[config.mk]
export PLATFORM = sky130hd
export DESIGN_NAME = prefetch_fetch_stage
export DESIGN_NICKNAME = d
export VERILOG_FILES = /design/src/rtl/prefetch_fetch_stage.sv
export SDC_FILE = /design/constraint.sdc
export NUM_CORES = 1
export LEC_CHECK = 0
export BUFFER_PORTS_ARGS = -buffer_cell sky130_fd_sc_hd__buf_2
export CAP_MARGIN = 10
export CORE_AREA = 2 2 220 222
export DETAILED_ROUTE_END_ITERATION = 10
export DIE_AREA = 0 0 222 224
export GPL_TIMING_DRIVEN = 0
export HOLD_SLACK_MARGIN = 0.08
export SLEW_MARGIN = 10
export SYNTH_ARGS = -nofsm -noshare
export SYNTH_HDL_FRONTEND = slang
export SYNTH_SLANG_ARGS = --single-unit
[constraint.sdc]
create_clock -name clk -period 10.35 [get_ports clk]
set_input_delay 2.07 -clock clk [delete_from_list [all_inputs] [get_ports clk]]
set_output_delay 2.07 -clock clk [all_outputs]
set_load 0.005 [all_outputs]
[src/rtl/prefetch_fetch_stage.sv]
// Prefetching fetch stage: owns the PC, keeps imem requests in flight
// and buffers returned instructions in a small FIFO ahead of decode.
module prefetch_fetch_stage #(
   parameter int              XLEN      = 32,
   parameter int              DEPTH     = 4,
   parameter int              MAX_OUTST = 2,
   parameter logic [XLEN-1:0] RESET_PC  = '0
) (
   input  logic            clk,
   input  logic            rst,
   input  logic            redirect,
   input  logic [XLEN-1:0] redirect_pc,
   output logic            imem_req_valid,
   input  logic            imem_req_ready,
   output logic [XLEN-1:0] imem_req_addr,
   input  logic            imem_rsp_valid,
   input  logic [31:0]     imem_rsp_instr,
   output logic            instr_valid,
   input  logic            instr_ready,
   output logic [31:0]     instr,
   output logic [XLEN-1:0] instr_pc,
   output logic [XLEN-1:0] instr_pc_plus_4
);

   localparam int CW = $clog2(MAX_OUTST + 1);
   localparam int FW = $clog2(DEPTH + 1);
   localparam int AW = $clog2(DEPTH);
   localparam int SW = ((FW > CW) ? FW : CW) + 1;

   logic [XLEN-1:0] r_fetch_pc;
   logic [XLEN-1:0] r_rsp_pc;
   logic [CW-1:0]   r_outst;
   logic [CW-1:0]   r_drop;
   logic [FW-1:0]   r_count;
   logic [AW-1:0]   r_wr_ptr;
   logic [AW-1:0]   r_rd_ptr;
   logic [31:0]     r_mem_instr [DEPTH];
   logic [XLEN-1:0] r_mem_pc    [DEPTH];

   logic [CW-1:0]   w_live;
   logic [SW-1:0]   w_occ;
   logic            w_empty;
   logic            w_req_valid;
   logic            w_req_fire;
   logic            w_rsp_fire;
   logic            w_dropping;
   logic            w_push;
   logic            w_instr_valid;
   logic            w_pop;
   logic [XLEN-1:0] w_head_pc;

   // Credit: buffered entries plus responses still owed must fit the FIFO.
   assign w_live        = r_outst - r_drop;
   assign w_occ         = SW'(r_count) + SW'(w_live);
   assign w_empty       = (r_count == '0);
   assign w_req_valid   = !rst && !redirect
                        && (r_outst < CW'(MAX_OUTST))
                        && (w_occ < SW'(DEPTH));
   assign w_req_fire    = w_req_valid && imem_req_ready;
   assign w_rsp_fire    = imem_rsp_valid;
   assign w_dropping    = (r_drop != '0);
   assign w_push        = w_rsp_fire && !w_dropping && !redirect;
   assign w_instr_valid = !w_empty && !redirect;
   assign w_pop         = w_instr_valid && instr_ready;
   assign w_head_pc     = r_mem_pc[r_rd_ptr];

   assign imem_req_valid  = w_req_valid;
   assign imem_req_addr   = r_fetch_pc;
   assign instr_valid     = w_instr_valid;
   assign instr           = w_empty ? '0 : r_mem_instr[r_rd_ptr];
   assign instr_pc        = w_empty ? '0 : w_head_pc;
   assign instr_pc_plus_4 = w_empty ? '0 : w_head_pc + XLEN'(4);

   // Request PC and response PC; a redirect restarts both streams.
   always_ff @(posedge clk or posedge rst) begin
      if (rst) begin
         r_fetch_pc <= RESET_PC;
         r_rsp_pc   <= RESET_PC;
      end else if (redirect) begin
         r_fetch_pc <= redirect_pc;
         r_rsp_pc   <= redirect_pc;
      end else begin
         if (w_req_fire)
            r_fetch_pc <= r_fetch_pc + XLEN'(4);
         if (w_push)
            r_rsp_pc <= r_rsp_pc + XLEN'(4);
      end
   end

   // In-flight request count and the number of stale responses to discard.
   always_ff @(posedge clk or posedge rst) begin
      if (rst) begin
         r_outst <= '0;
         r_drop  <= '0;
      end else begin
         r_outst <= r_outst + CW'(w_req_fire) - CW'(w_rsp_fire);
         if (redirect)
            r_drop <= r_outst - CW'(w_rsp_fire);
         else if (w_rsp_fire && w_dropping)
            r_drop <= r_drop - CW'(1);
      end
   end

   // FIFO pointers and occupancy; a redirect empties the buffer.
   always_ff @(posedge clk or posedge rst) begin
      if (rst) begin
         r_count  <= '0;
         r_wr_ptr <= '0;
         r_rd_ptr <= '0;
      end else if (redirect) begin
         r_count  <= '0;
         r_wr_ptr <= '0;
         r_rd_ptr <= '0;
      end else begin
         r_count <= r_count + FW'(w_push) - FW'(w_pop);
         if (w_push)
            r_wr_ptr <= r_wr_ptr + AW'(1);
         if (w_pop)
            r_rd_ptr <= r_rd_ptr + AW'(1);
      end
   end

   // FIFO storage: instruction paired with the PC it was fetched from.
   always_ff @(posedge clk or posedge rst) begin
      if (rst) begin
         for (int i = 0; i < DEPTH; i++) begin
            r_mem_instr[i] <= '0;
            r_mem_pc[i]    <= '0;
         end
      end else if (w_push) begin
         r_mem_instr[r_wr_ptr] <= imem_rsp_instr;
         r_mem_pc[r_wr_ptr]    <= r_rsp_pc;
      end
   end

   // The credit check must make a push into a full FIFO impossible.
   always_ff @(posedge clk) begin
      if (!rst)
         assert (!(w_push && (r_count == FW'(DEPTH))));
   end

endmodule

==> impl_results.html, run 1 <==
<table>
<tr><th>Metric</th><th>Value</th></tr>
<tr><th colspan="2">Outcome</th></tr>
<tr><td>Outcome</td><td>finished with violations</td></tr>
<tr><td>Failing checks</td><td>DRC</td></tr>
<tr><th colspan="2">Job</th></tr>
<tr><td>Max Cap Viol</td><td>0</td></tr>
<tr><th colspan="2">Global routing</th></tr>
<tr><td>First-pass GRT wire length</td><td>between 60000 and 70000 microns</td></tr>
<tr><td>Largest net degree at the start of global routing</td><td>41</td></tr>
<tr><td>Initial antenna violation count</td><td>0</td></tr>
<tr><td>Vias in the first global route</td><td>around 12000</td></tr>
<tr><td>Remaining global-route overflow</td><td>0</td></tr>
<tr><td>GRT Resource Usage Total</td><td>18.1%</td></tr>
<tr><th colspan="2">Clock network</th></tr>
<tr><td>CTS Buf Count</td><td>39</td></tr>
<tr><td>Post-CTS sizing</td><td>0</td></tr>
<tr><td>Worst skew pair latency</td><td>about 0.55 ns</td></tr>
<tr><td>Maximum level of the CTS H-tree</td><td>2</td></tr>
<tr><td>Post-CTS Hold Buffers</td><td>0</td></tr>
<tr><td>TritonCTS clock tree</td><td>yes</td></tr>
<tr><td>Setup fix buffers added after clock tree synthesis</td><td>0</td></tr>
<tr><td>CTS root buffer</td><td>sky130_fd_sc_hd__clkbuf_16</td></tr>
<tr><td>CTS max path bufs</td><td>3</td></tr>
<tr><td>Clock Sink Count</td><td>331</td></tr>
<tr><td>Clock-pin slew on the worst setup and hold paths</td><td>approximately 0.050 ns</td></tr>
<tr><th colspan="2">Placement</th></tr>
<tr><td>Final weighted congestion of routability-driven global placement</td><td>0.890</td></tr>
<tr><td>Placed wire-length estimate after detailed placement</td><td>~33000 microns</td></tr>
<tr><td>Inst Count DP</td><td>around 2100</td></tr>
<tr><td>Port-buffer cells</td><td>~200</td></tr>
<tr><td>Placed inst area</td><td>between 0.015 and 0.02 sq mm</td></tr>
<tr><th colspan="2">Timing</th></tr>
<tr><td>Post-route setup TNS</td><td>0 ns</td></tr>
<tr><td>Pin slew with the least headroom to its limit</td><td>around 1.2 ns</td></tr>
<tr><td>Unrepaired setup endpoints after global routing</td><td>no</td></tr>
<tr><td>Achievable frequency</td><td>158 MHz</td></tr>
<tr><td>Count of endpoints failing setup in the final report</td><td>0</td></tr>
<tr><td>Clock skew</td><td>around 0.015 ns</td></tr>
<tr><td>Final Max Tran Viols</td><td>0</td></tr>
<tr><td>Hold violation total from the final report</td><td>0</td></tr>
<tr><td>Relative max-transition margin</td><td>roughly a fifth</td></tr>
<tr><td>Minimum period implied by the final worst setup slack</td><td>6.33 ns</td></tr>
<tr><td>Final worst-path cycle share</td><td>roughly 60%</td></tr>
<tr><th colspan="2">Layout</th></tr>
<tr><td>Cell Count, Final, Fillers Out</td><td>approximately 2200</td></tr>
<tr><td>NumNets Final</td><td>1653</td></tr>
<tr><td>Count of fill cells added during filler insertion</td><td>between 4000 and 5000</td></tr>
<tr><td>Design area</td><td>slightly below 0.02 sq mm</td></tr>
<tr><td>Number of antenna repair diodes</td><td>0</td></tr>
<tr><td>Layout Area Growth over Synthesis</td><td>20.2%</td></tr>
<tr><td>Fraction of final layout cells with drive strength greater than 1</td><td>37.2%</td></tr>
<tr><th colspan="2">Floorplanning</th></tr>
<tr><td>Io pins</td><td>200</td></tr>
<tr><td>DIE WIDTH</td><td>approximately 220 microns</td></tr>
<tr><td>Die area</td><td>around 0.050 sq mm</td></tr>
<tr><td>Vert. Die Dim</td><td>224 microns</td></tr>
<tr><td>Core outline area</td><td>0.0473 sq mm</td></tr>
<tr><td>Initial core utilization</td><td>between 30% and 40%</td></tr>
<tr><td>Row cnt</td><td>80</td></tr>
<tr><th colspan="2">Yosys</th></tr>
<tr><td>Top post-synthesis cells by count</td><td>sky130_fd_sc_hd__dfrtp_1, sky130_fd_sc_hd__mux2_2, sky130_fd_sc_hd__nand2_1</td></tr>
<tr><td>Cell area after synthesis</td><td>0.0164 sq mm</td></tr>
<tr><td>Synth area leaders</td><td>sky130_fd_sc_hd__dfrtp_1, sky130_fd_sc_hd__mux2_2, sky130_fd_sc_hd__mux4_2, sky130_fd_sc_hd__and2_1, sky130_fd_sc_hd__o21ai_0</td></tr>
<tr><td>Number of enable flip-flop cells after synthesis</td><td>0</td></tr>
<tr><td>Unique masters post-synth</td><td>58</td></tr>
<tr><td>Post-Syn Area per Cell</td><td>roughly 12 sq um</td></tr>
<tr><td>Flops &amp; latches, synth</td><td>between 300 and 400</td></tr>
<tr><td>Sequential area share after synthesis</td><td>50.6%</td></tr>
<tr><td>Syn Inst Count</td><td>between 1000 and 1500</td></tr>
<tr><td>Synth warnings</td><td>0</td></tr>
<tr><td>Biggest area consumer among synthesized cells</td><td>sky130_fd_sc_hd__dfrtp_1</td></tr>
<tr><td>Portion of synthesized cell area occupied by the leading cell type</td><td>around half</td></tr>
<tr><td>Most frequent cell after synthesis</td><td>sky130_fd_sc_hd__dfrtp_1</td></tr>
<tr><td>Post-synthesis net count</td><td>~1400</td></tr>
<tr><td>Fraction of synthesis flops using an asynchronous set or reset pin</td><td>100%</td></tr>
<tr><td>Ys flop type</td><td>sky130_fd_sc_hd__dfrtp_1</td></tr>
<tr><th colspan="2">Pwr</th></tr>
<tr><td>Power density of the placed cells</td><td>approximately 240 mW/mm^2</td></tr>
<tr><td>Total leakage power</td><td>roughly 9.0 nW</td></tr>
<tr><td>VDD IR-drop max</td><td>about 0.11 mV</td></tr>
<tr><th colspan="2">Drt</th></tr>
<tr><td>First-pass iteration count of the detailed router</td><td>8</td></tr>
<tr><td>Detailed-route DRC error count</td><td>1</td></tr>
<tr><td>Antenna-violating nets left</td><td>0</td></tr>
<tr><td>Via count</td><td>approximately 12000</td></tr>
<tr><td>Met1 routed wirelength after detailed routing</td><td>20300 microns</td></tr>
<tr><td>Routed wirelength normalized by instance count</td><td>between 20 and 25 microns</td></tr>
<tr><td>Top Layer Used</td><td>met4</td></tr>
<tr><td>Routed met3 length</td><td>about 1800 microns</td></tr>
<tr><td>Via-to-Cell Ratio</td><td>~5.3</td></tr>
<tr><td>Met2 WL post-DR</td><td>about 22000 microns</td></tr>
<tr><td>Number of DRC violations after detailed-routing iteration 0</td><td>635</td></tr>
<tr><td>Overall routed net length</td><td>around 45000 microns</td></tr>
<tr><th colspan="2">Setup path</th></tr>
<tr><td>Worst setup SP type</td><td>flip-flop</td></tr>
<tr><td>Kind of critical path</td><td>reg2out</td></tr>
<tr><td>Standard cell with the maximum stage delay on the critical path</td><td>sky130_fd_sc_hd__or4_1</td></tr>
<tr><td>Worst EP arrival</td><td>4.26 ns</td></tr>
<tr><td>Delay of the slowest cell on the worst path</td><td>between 0.5 and 0.6 ns</td></tr>
<tr><td>Top Family by Delay on Critical Path</td><td>simple AND/OR/NAND/NOR gates</td></tr>
<tr><td>Highest fanout seen on the critical path</td><td>10</td></tr>
<tr><td>CP Cell Sequence</td><td>buf_2 -&gt; mux4_1 -&gt; ha_1 -&gt; nor2b_1 -&gt; a2bb2oi_1 -&gt; or4_1 -&gt; clkbuf_1 -&gt; nor4_1 -&gt; mux2_1 -&gt; buf_2</td></tr>
<tr><td>Kind of capture point of the worst setup path</td><td>output port</td></tr>
<tr><td>CP required</td><td>slightly above 8 ns</td></tr>
<tr><td>Depth of the worst register-to-register path</td><td>13</td></tr>
<tr><td>Most common cell type on the critical path</td><td>sky130_fd_sc_hd__buf_2</td></tr>
<tr><td>Number of buffer and inverter stages on the critical path</td><td>3</td></tr>
<tr><td>Critical Path Stages</td><td>10</td></tr>
<tr><th colspan="2">Min path</th></tr>
<tr><td>Type of the tightest min-delay check</td><td>reg2reg</td></tr>
<tr><td>Instance count along the most critical hold path</td><td>2</td></tr>
</table>
power breakdown:
part           total [mW]  internal, mW  switching, mW  leakage [nW]
sequential           1.76          1.58          0.176          4.34
combinational        1.59         0.774          0.816          4.02
clock                1.43         0.887          0.539         0.652
through the flow:
step	worst slack (ns)	power (mW)	hold slack (ns)	utilization, %
2_1_floorplan	3.86	2.77	0.445	-
3_3_place_gp	1.95	3.33	0.457	38.3
3_5_place_dp	4.45	3.38	0.469	38.7
4_1_cts	4.05	4.82	0.483	41.6
5_1_grt	3.91	5.03	0.508	41.6
6_report	4.02	4.77	0.479	41.6
final cells by class:
type / count / area (sq um) / area share, %
Multi-Input combinational cell: 863 / 7580 / 38.5
Tap cell: 615 / 769 / 3.91
Buffer: 92 / 387 / 1.97
Inverter: 32 / 124 / 0.630
Clock buffer: 58 / 1180 / 6.00
Sequential cell: 331 / 8280 / 42.1
Clock inverter: 11 / 163 / 0.827
Timing Repair Buffer: 208 / 1190 / 6.05
per-layer routing:
metal / GRT usage, % / up-vias
li1: - / 5298
met1: 24.4 / 5972
met2: 29.5 / 272
met3: 2.92 / 83
met4: 6.71 / 0
met5: 0 / -
flip-flops by register name, summed over array words and instances (netlist names):
name,flops
r_rsp_pc,32
r_rd_ptr,2
r_mem_pc,128
imem_req_addr,32
r_count,3
r_wr_ptr,2
r_outst,2
r_mem_instr,128
r_drop,2
cell families after synthesis:
family | count (synthesis) | share of synthesized area (%)
AOI/OAI and AO/OA | 140 | 5.28
xor gates and xnor gates | 52 | 2.78
adders and majority gates | 16 | 1.27
buffers and inverters | 124 | 3.10
DFF | 331 | 50.6
muxes | 310 | 25.9
and+or+nand+nor | 345 | 11.1
path summary, 6_finish.rpt:
check                        startpoint             endpoint  slack [ns]
max reg2reg                  r_count[1]           r_count[2]        6.79
min                        r_mem_pc[32]         r_mem_pc[32]        0.48
min in group asynchronous           rst    imem_req_addr[24]        1.52
min reg2reg                r_mem_pc[32]         r_mem_pc[32]        0.48
max                         r_rd_ptr[0]  instr_pc_plus_4[28]        4.02
max in group asynchronous           rst        r_mem_pc[105]        7.64
worst min-delay path: stages, from the launching register on:
cell                      delay [ns]
sky130_fd_sc_hd__dfrtp_1        0.34
sky130_fd_sc_hd__nand2_1        0.05
sky130_fd_sc_hd__o21ai_0        0.06
placed cells by master (no fill, tap or decap), types with 5 or more instances in the layout:
cell / synthesis / layout
sky130_fd_sc_hd__or4_1: 7 / 7
sky130_fd_sc_hd__clkbuf_16: 0 / 41
sky130_fd_sc_hd__or3_1: 5 / 5
sky130_fd_sc_hd__and2_1: 64 / 64
sky130_fd_sc_hd__nand2_1: 93 / 93
sky130_fd_sc_hd__buf_1: 28 / 28
sky130_fd_sc_hd__nand4_1: 16 / 16
sky130_fd_sc_hd__ha_1: 15 / 15
sky130_fd_sc_hd__and4_1: 12 / 12
sky130_fd_sc_hd__o311ai_0: 14 / 14
sky130_fd_sc_hd__buf_2: 9 / 207
sky130_fd_sc_hd__clkbuf_1: 50 / 58
sky130_fd_sc_hd__mux2_2: 242 / 242
sky130_fd_sc_hd__nand3_1: 36 / 36
sky130_fd_sc_hd__nor4_1: 20 / 20
sky130_fd_sc_hd__dfrtp_1: 331 / 331
sky130_fd_sc_hd__inv_1: 30 / 29
sky130_fd_sc_hd__nor3_1: 10 / 9
sky130_fd_sc_hd__o31ai_1: 5 / 5
sky130_fd_sc_hd__nor2_1: 57 / 57
sky130_fd_sc_hd__and3_1: 7 / 7
sky130_fd_sc_hd__o21ai_0: 72 / 72
sky130_fd_sc_hd__a21oi_1: 15 / 15
sky130_fd_sc_hd__buf_12: 0 / 10
sky130_fd_sc_hd__mux4_1: 7 / 7
sky130_fd_sc_hd__clkbuf_8: 0 / 9
sky130_fd_sc_hd__xnor2_1: 35 / 35
sky130_fd_sc_hd__mux4_2: 57 / 57
sky130_fd_sc_hd__o211ai_1: 14 / 14
sky130_fd_sc_hd__xor2_1: 17 / 17
Note: power is estimated with default switching activity, not from simulation.
==> run 2, diff against run 1 <==
--- a/config.mk
+++ b/config.mk
@@ -5,11 +5,12 @@
 export SDC_FILE = /design/constraint.sdc
 export NUM_CORES = 1
 export LEC_CHECK = 0
+export ABC_AREA = 1
 export BUFFER_PORTS_ARGS = -buffer_cell sky130_fd_sc_hd__buf_2
 export CAP_MARGIN = 10
-export CORE_AREA = 2 2 220 222
+export CORE_AREA = 2 2 228 230
 export DETAILED_ROUTE_END_ITERATION = 10
-export DIE_AREA = 0 0 222 224
+export DIE_AREA = 0 0 230 232
 export GPL_TIMING_DRIVEN = 0
 export HOLD_SLACK_MARGIN = 0.08
 export SLEW_MARGIN = 10
==> constraint.sdc (replaced) <==
create_clock -name clk -period 6.2 [get_ports clk]
set_input_delay 1.24 -clock clk [delete_from_list [all_inputs] [get_ports clk]]
set_output_delay 1.24 -clock clk [all_outputs]
set_load 0.005 [all_outputs]
==> impl_results.html, run 2 <==
<table>
<tr><th>Metric</th><th>Value</th></tr>
<tr><th colspan="2">Min path</th></tr>
<tr><td>Type of the tightest min-delay check</td><td>reg2reg</td></tr>
<tr><td>Instance count along the most critical hold path</td><td>2</td></tr>
<tr><th colspan="2">Setup path</th></tr>
<tr><td>CP required</td><td>between 4 and 5 ns</td></tr>
<tr><td>Worst setup SP type</td><td>flip-flop</td></tr>
<tr><td>Delay of the slowest cell on the worst path</td><td>about 0.66 ns</td></tr>
<tr><td>Kind of critical path</td><td>reg2out</td></tr>
<tr><td>Highest fanout seen on the critical path</td><td>10</td></tr>
<tr><td>Worst EP arrival</td><td>roughly 3.5 ns</td></tr>
<tr><td>Kind of capture point of the worst setup path</td><td>output port</td></tr>
<tr><td>Depth of the worst register-to-register path</td><td>13</td></tr>
<tr><td>Endpoint of the most critical register-to-register path</td><td>r_count[2]</td></tr>
<tr><td>Start of the worst register-to-register path</td><td>r_drop[0]</td></tr>
<tr><td>Register-to-register path setup slack</td><td>about 3.2 ns</td></tr>
<tr><td>Endpoint of the most critical setup path</td><td>instr_pc_plus_4[1]</td></tr>
<tr><td>Worst setup path startpoint</td><td>r_count[1]</td></tr>
<tr><td>Standard cell with the maximum stage delay on the critical path</td><td>sky130_fd_sc_hd__nor2_2</td></tr>
<tr><td>CP Cell Sequence</td><td>nor2_1 -&gt; inv_1 -&gt; nor2_2 -&gt; clkbuf_1 -&gt; buf_1 -&gt; a21oi_1 -&gt; buf_4 -&gt; buf_2</td></tr>
<tr><th colspan="2">Yosys</th></tr>
<tr><td>Portion of synthesized cell area occupied by the leading cell type</td><td>46.9%</td></tr>
<tr><td>Most frequent cell after synthesis</td><td>sky130_fd_sc_hd__nand2_1</td></tr>
<tr><td>Syn Inst Count</td><td>between 2000 and 2500</td></tr>
<tr><td>Compound-Gate Fraction of Synth Area</td><td>between 10% and 20%</td></tr>
<tr><td>Biggest area consumer among synthesized cells</td><td>sky130_fd_sc_hd__dfrtp_1</td></tr>
<tr><td>Post-synthesis net count</td><td>about 2500</td></tr>
<tr><td>Flops &amp; latches, synth</td><td>~330</td></tr>
<tr><td>Ys flop type</td><td>sky130_fd_sc_hd__dfrtp_1</td></tr>
<tr><td>Sequential area share after synthesis</td><td>between 40% and 50%</td></tr>
<tr><td>Top post-synthesis cells by count</td><td>sky130_fd_sc_hd__nand2_1, sky130_fd_sc_hd__o21ai_0, sky130_fd_sc_hd__dfrtp_1</td></tr>
<tr><td>Synth warnings</td><td>0</td></tr>
<tr><td>Post-Syn Area per Cell</td><td>roughly 7.3 sq um</td></tr>
<tr><td>Synth area leaders</td><td>sky130_fd_sc_hd__dfrtp_1, sky130_fd_sc_hd__nand2_1, sky130_fd_sc_hd__o21ai_0, sky130_fd_sc_hd__nor2_1, sky130_fd_sc_hd__nand3_1</td></tr>
<tr><td>Post-synthesis adder-cell area fraction</td><td>about 1.2%</td></tr>
<tr><td>Post-synthesis simple-gate area fraction</td><td>29.1%</td></tr>
<tr><td>Proportion of synthesized area in mux cells</td><td>0%</td></tr>
<tr><td>Cell area after synthesis</td><td>0.0177 sq mm</td></tr>
<tr><td>Main combinational cell family by area after synthesis</td><td>simple AND/OR/NAND/NOR gates</td></tr>
<tr><td>Unique masters post-synth</td><td>35</td></tr>
<tr><td>Fraction of synthesis flops using an asynchronous set or reset pin</td><td>100%</td></tr>
<tr><td>Number of enable flip-flop cells after synthesis</td><td>0</td></tr>
<tr><td>Xor and xnor area share after synthesis</td><td>around 2.2%</td></tr>
<tr><th colspan="2">Drt</th></tr>
<tr><td>Antenna-violating nets left</td><td>0</td></tr>
<tr><td>Routed wirelength normalized by instance count</td><td>19.0 microns</td></tr>
<tr><td>Number of DRC violations after detailed-routing iteration 0</td><td>1528</td></tr>
<tr><td>Via count</td><td>around 18000</td></tr>
<tr><td>Overall routed net length</td><td>64300 microns</td></tr>
<tr><td>Detailed-route DRC error count</td><td>0</td></tr>
<tr><td>First-pass iteration count of the detailed router</td><td>8</td></tr>
<tr><td>Via-to-Cell Ratio</td><td>5.26</td></tr>
<tr><th colspan="2">Global routing</th></tr>
<tr><td>Global-route track usage on met3</td><td>~3.1%</td></tr>
<tr><td>Global Route met2 Usage</td><td>just under 40%</td></tr>
<tr><td>Largest net degree at the start of global routing</td><td>39</td></tr>
<tr><td>Remaining global-route overflow</td><td>0</td></tr>
<tr><td>GRT Resource Usage Total</td><td>around a quarter</td></tr>
<tr><td>Initial antenna violation count</td><td>0</td></tr>
<tr><td>Busiest grt layer</td><td>met2</td></tr>
<tr><td>Met1 global-route usage</td><td>between 30% and 40%</td></tr>
<tr><td>Vias in the first global route</td><td>between 15000 and 20000</td></tr>
<tr><td>First-pass GRT wire length</td><td>99200 microns</td></tr>
<tr><th colspan="2">Pwr</th></tr>
<tr><td>Final total power</td><td>~9.4 mW</td></tr>
<tr><td>Total leakage power</td><td>just over 10 nW</td></tr>
<tr><td>VDD IR-drop max</td><td>between 0.15 and 0.2 mV</td></tr>
<tr><td>Power density of the placed cells</td><td>445 mW/mm^2</td></tr>
<tr><th colspan="2">Layout</th></tr>
<tr><td>Fraction of final layout cells with drive strength greater than 1</td><td>a little over an eighth</td></tr>
<tr><td>Commonest non-fill, non-tap cell in the layout</td><td>sky130_fd_sc_hd__nand2_1</td></tr>
<tr><td>Biggest registers after layout</td><td>r_mem_instr: 128 flops, r_mem_pc: 128 flops</td></tr>
<tr><td>Count of fill cells added during filler insertion</td><td>5334</td></tr>
<tr><td>Area of the multi-input gates</td><td>around 0.0082 sq mm</td></tr>
<tr><td>Finished Core Util</td><td>between 40 and 50%</td></tr>
<tr><td>Cell Count, Final, Fillers Out</td><td>3389</td></tr>
<tr><td>Most used cells in the layout excluding fill and tap cells</td><td>sky130_fd_sc_hd__nand2_1, sky130_fd_sc_hd__o21ai_0, sky130_fd_sc_hd__dfrtp_1</td></tr>
<tr><td>Number of antenna repair diodes</td><td>0</td></tr>
<tr><td>NumNets Final</td><td>2763</td></tr>
<tr><td>Layout Area Growth over Synthesis</td><td>19.7%</td></tr>
<tr><td>Area used by sequential logic in the layout</td><td>around 0.0083 sq mm</td></tr>
<tr><th colspan="2">Floorplanning</th></tr>
<tr><td>Vert. Die Dim</td><td>approximately 230 microns</td></tr>
<tr><td>DIE WIDTH</td><td>around 230 microns</td></tr>
<tr><td>Die area</td><td>0.0534 sq mm</td></tr>
<tr><td>Io pins</td><td>200</td></tr>
<tr><td>Core outline area</td><td>just over 0.05 sq mm</td></tr>
<tr><td>Row cnt</td><td>just over 80</td></tr>
<tr><td>Initial core utilization</td><td>34.7%</td></tr>
<tr><th colspan="2">Timing</th></tr>
<tr><td>Achievable frequency</td><td>roughly 210 MHz</td></tr>
<tr><td>Final Max Tran Viols</td><td>0</td></tr>
<tr><td>Clock skew</td><td>around 0.024 ns</td></tr>
<tr><td>Minimum period implied by the final worst setup slack</td><td>4.76 ns</td></tr>
<tr><td>Count of endpoints failing setup in the final report</td><td>0</td></tr>
<tr><td>Pin slew with the least headroom to its limit</td><td>roughly 0.90 ns</td></tr>
<tr><td>Hold violation total from the final report</td><td>0</td></tr>
<tr><td>Final worst-path cycle share</td><td>approximately 77%</td></tr>
<tr><td>Unrepaired setup endpoints after global routing</td><td>no</td></tr>
<tr><td>Relative max-transition margin</td><td>about 40%</td></tr>
<tr><th colspan="2">Placement</th></tr>
<tr><td>Final weighted congestion of routability-driven global placement</td><td>roughly 0.96</td></tr>
<tr><td>Port-buffer cells</td><td>around 200</td></tr>
<tr><td>Placed wire-length estimate after detailed placement</td><td>about 47000 microns</td></tr>
<tr><td>Inst Count DP</td><td>3315</td></tr>
<tr><th colspan="2">Clock network</th></tr>
<tr><td>CTS max path bufs</td><td>3</td></tr>
<tr><td>Maximum level of the CTS H-tree</td><td>2</td></tr>
<tr><td>Post-CTS Hold Buffers</td><td>0</td></tr>
<tr><td>Worst skew pair latency</td><td>between 0.5 and 0.6 ns</td></tr>
<tr><td>TritonCTS clock tree</td><td>yes</td></tr>
<tr><td>Setup fix buffers added after clock tree synthesis</td><td>0</td></tr>
<tr><td>Clock-pin slew on the worst setup and hold paths</td><td>about 0.060 ns</td></tr>
<tr><td>Post-CTS sizing</td><td>0</td></tr>
<tr><td>Clock Sink Count</td><td>between 300 and 400</td></tr>
<tr><td>CTS root buffer</td><td>sky130_fd_sc_hd__clkbuf_16</td></tr>
<tr><td>CTS Buf Count</td><td>40</td></tr>
<tr><th colspan="2">Outcome</th></tr>
<tr><td>Outcome</td><td>finished, final reports clean</td></tr>
<tr><th colspan="2">Job</th></tr>
<tr><td>Max Cap Viol</td><td>0</td></tr>
</table>
## run 2: through the flow
| stage | instance area [sq um] | TNS (ns) | hold slack (ns) | setup slack (ns) |
|---|---|---|---|---|
| global route | 21100 | 0 | 0.503 | 1.24 |
| finish | 21100 | 0 | 0.478 | 1.44 |
| floorplan | 17700 | -24.72 | 0.448 | -1.31 |
| CTS | 21100 | 0 | 0.481 | 1.41 |
| detailed placement | 19800 | 0 | 0.468 | 2.02 |
| global placement | 19600 | -606.23 | 0.455 | -3.74 |
## run 2: power breakdown
group	internal, mW	total (mW)	switching [mW]	leakage, nW
sequential	2.73	3.09	0.368	4.36
clock	1.47	2.42	0.954	0.666
combinational	1.24	3.90	2.66	5.14
## run 2: layer usage
metal	share of wire, %	up-vias	wire (microns)
li1	-	8336	-
met1	42	8548	27200
met2	46	771	29700
met3	6.7	159	4320
met4	4.7	0	3020
met5	0	-	0
## run 2: cell type report
type	instances	share of cell area, %
inverter	154	2.78
tap	680	4.03
clock buffer	62	5.70
clock inverter	12	0.705
timing repair buffer	208	5.57
multi-input combinational	1808	38.9
sequential	331	39.2
buffer	134	3.11
## run 2: worst min path at each step
stage	start	endpoint	slack, ns
4_1_cts	r_mem_instr[2]	r_mem_instr[2]	0.48
2_1_floorplan	r_mem_instr[31]	r_mem_instr[31]	0.45
6_report	r_mem_instr[73]	r_mem_instr[73]	0.48
3_5_place_dp	r_mem_instr[68]	r_mem_instr[68]	0.47
3_3_place_gp	imem_req_addr[1]	imem_req_addr[1]	0.45
5_1_grt	r_mem_pc[72]	r_mem_pc[72]	0.50
## run 2: worst max-delay path: cells and delay by family, from the launching register on
family,cells,cell delay (ns)
buffers and inverters,5,1.54
AO/OA/AOI/OAI,1,0.22
AND/OR/NAND/NOR,2,0.77
flip-flops,1,0.43
## run 2: cell families (layout without fill, tap and decap cells)
logic type | Yosys count | after routing
flops | 331 | 331
buf+inv | 288 | 570
fa+ha+maj | 16 | 16
simple gates | 1284 | 1284
xor+xnor | 45 | 45
compound gates | 463 | 463
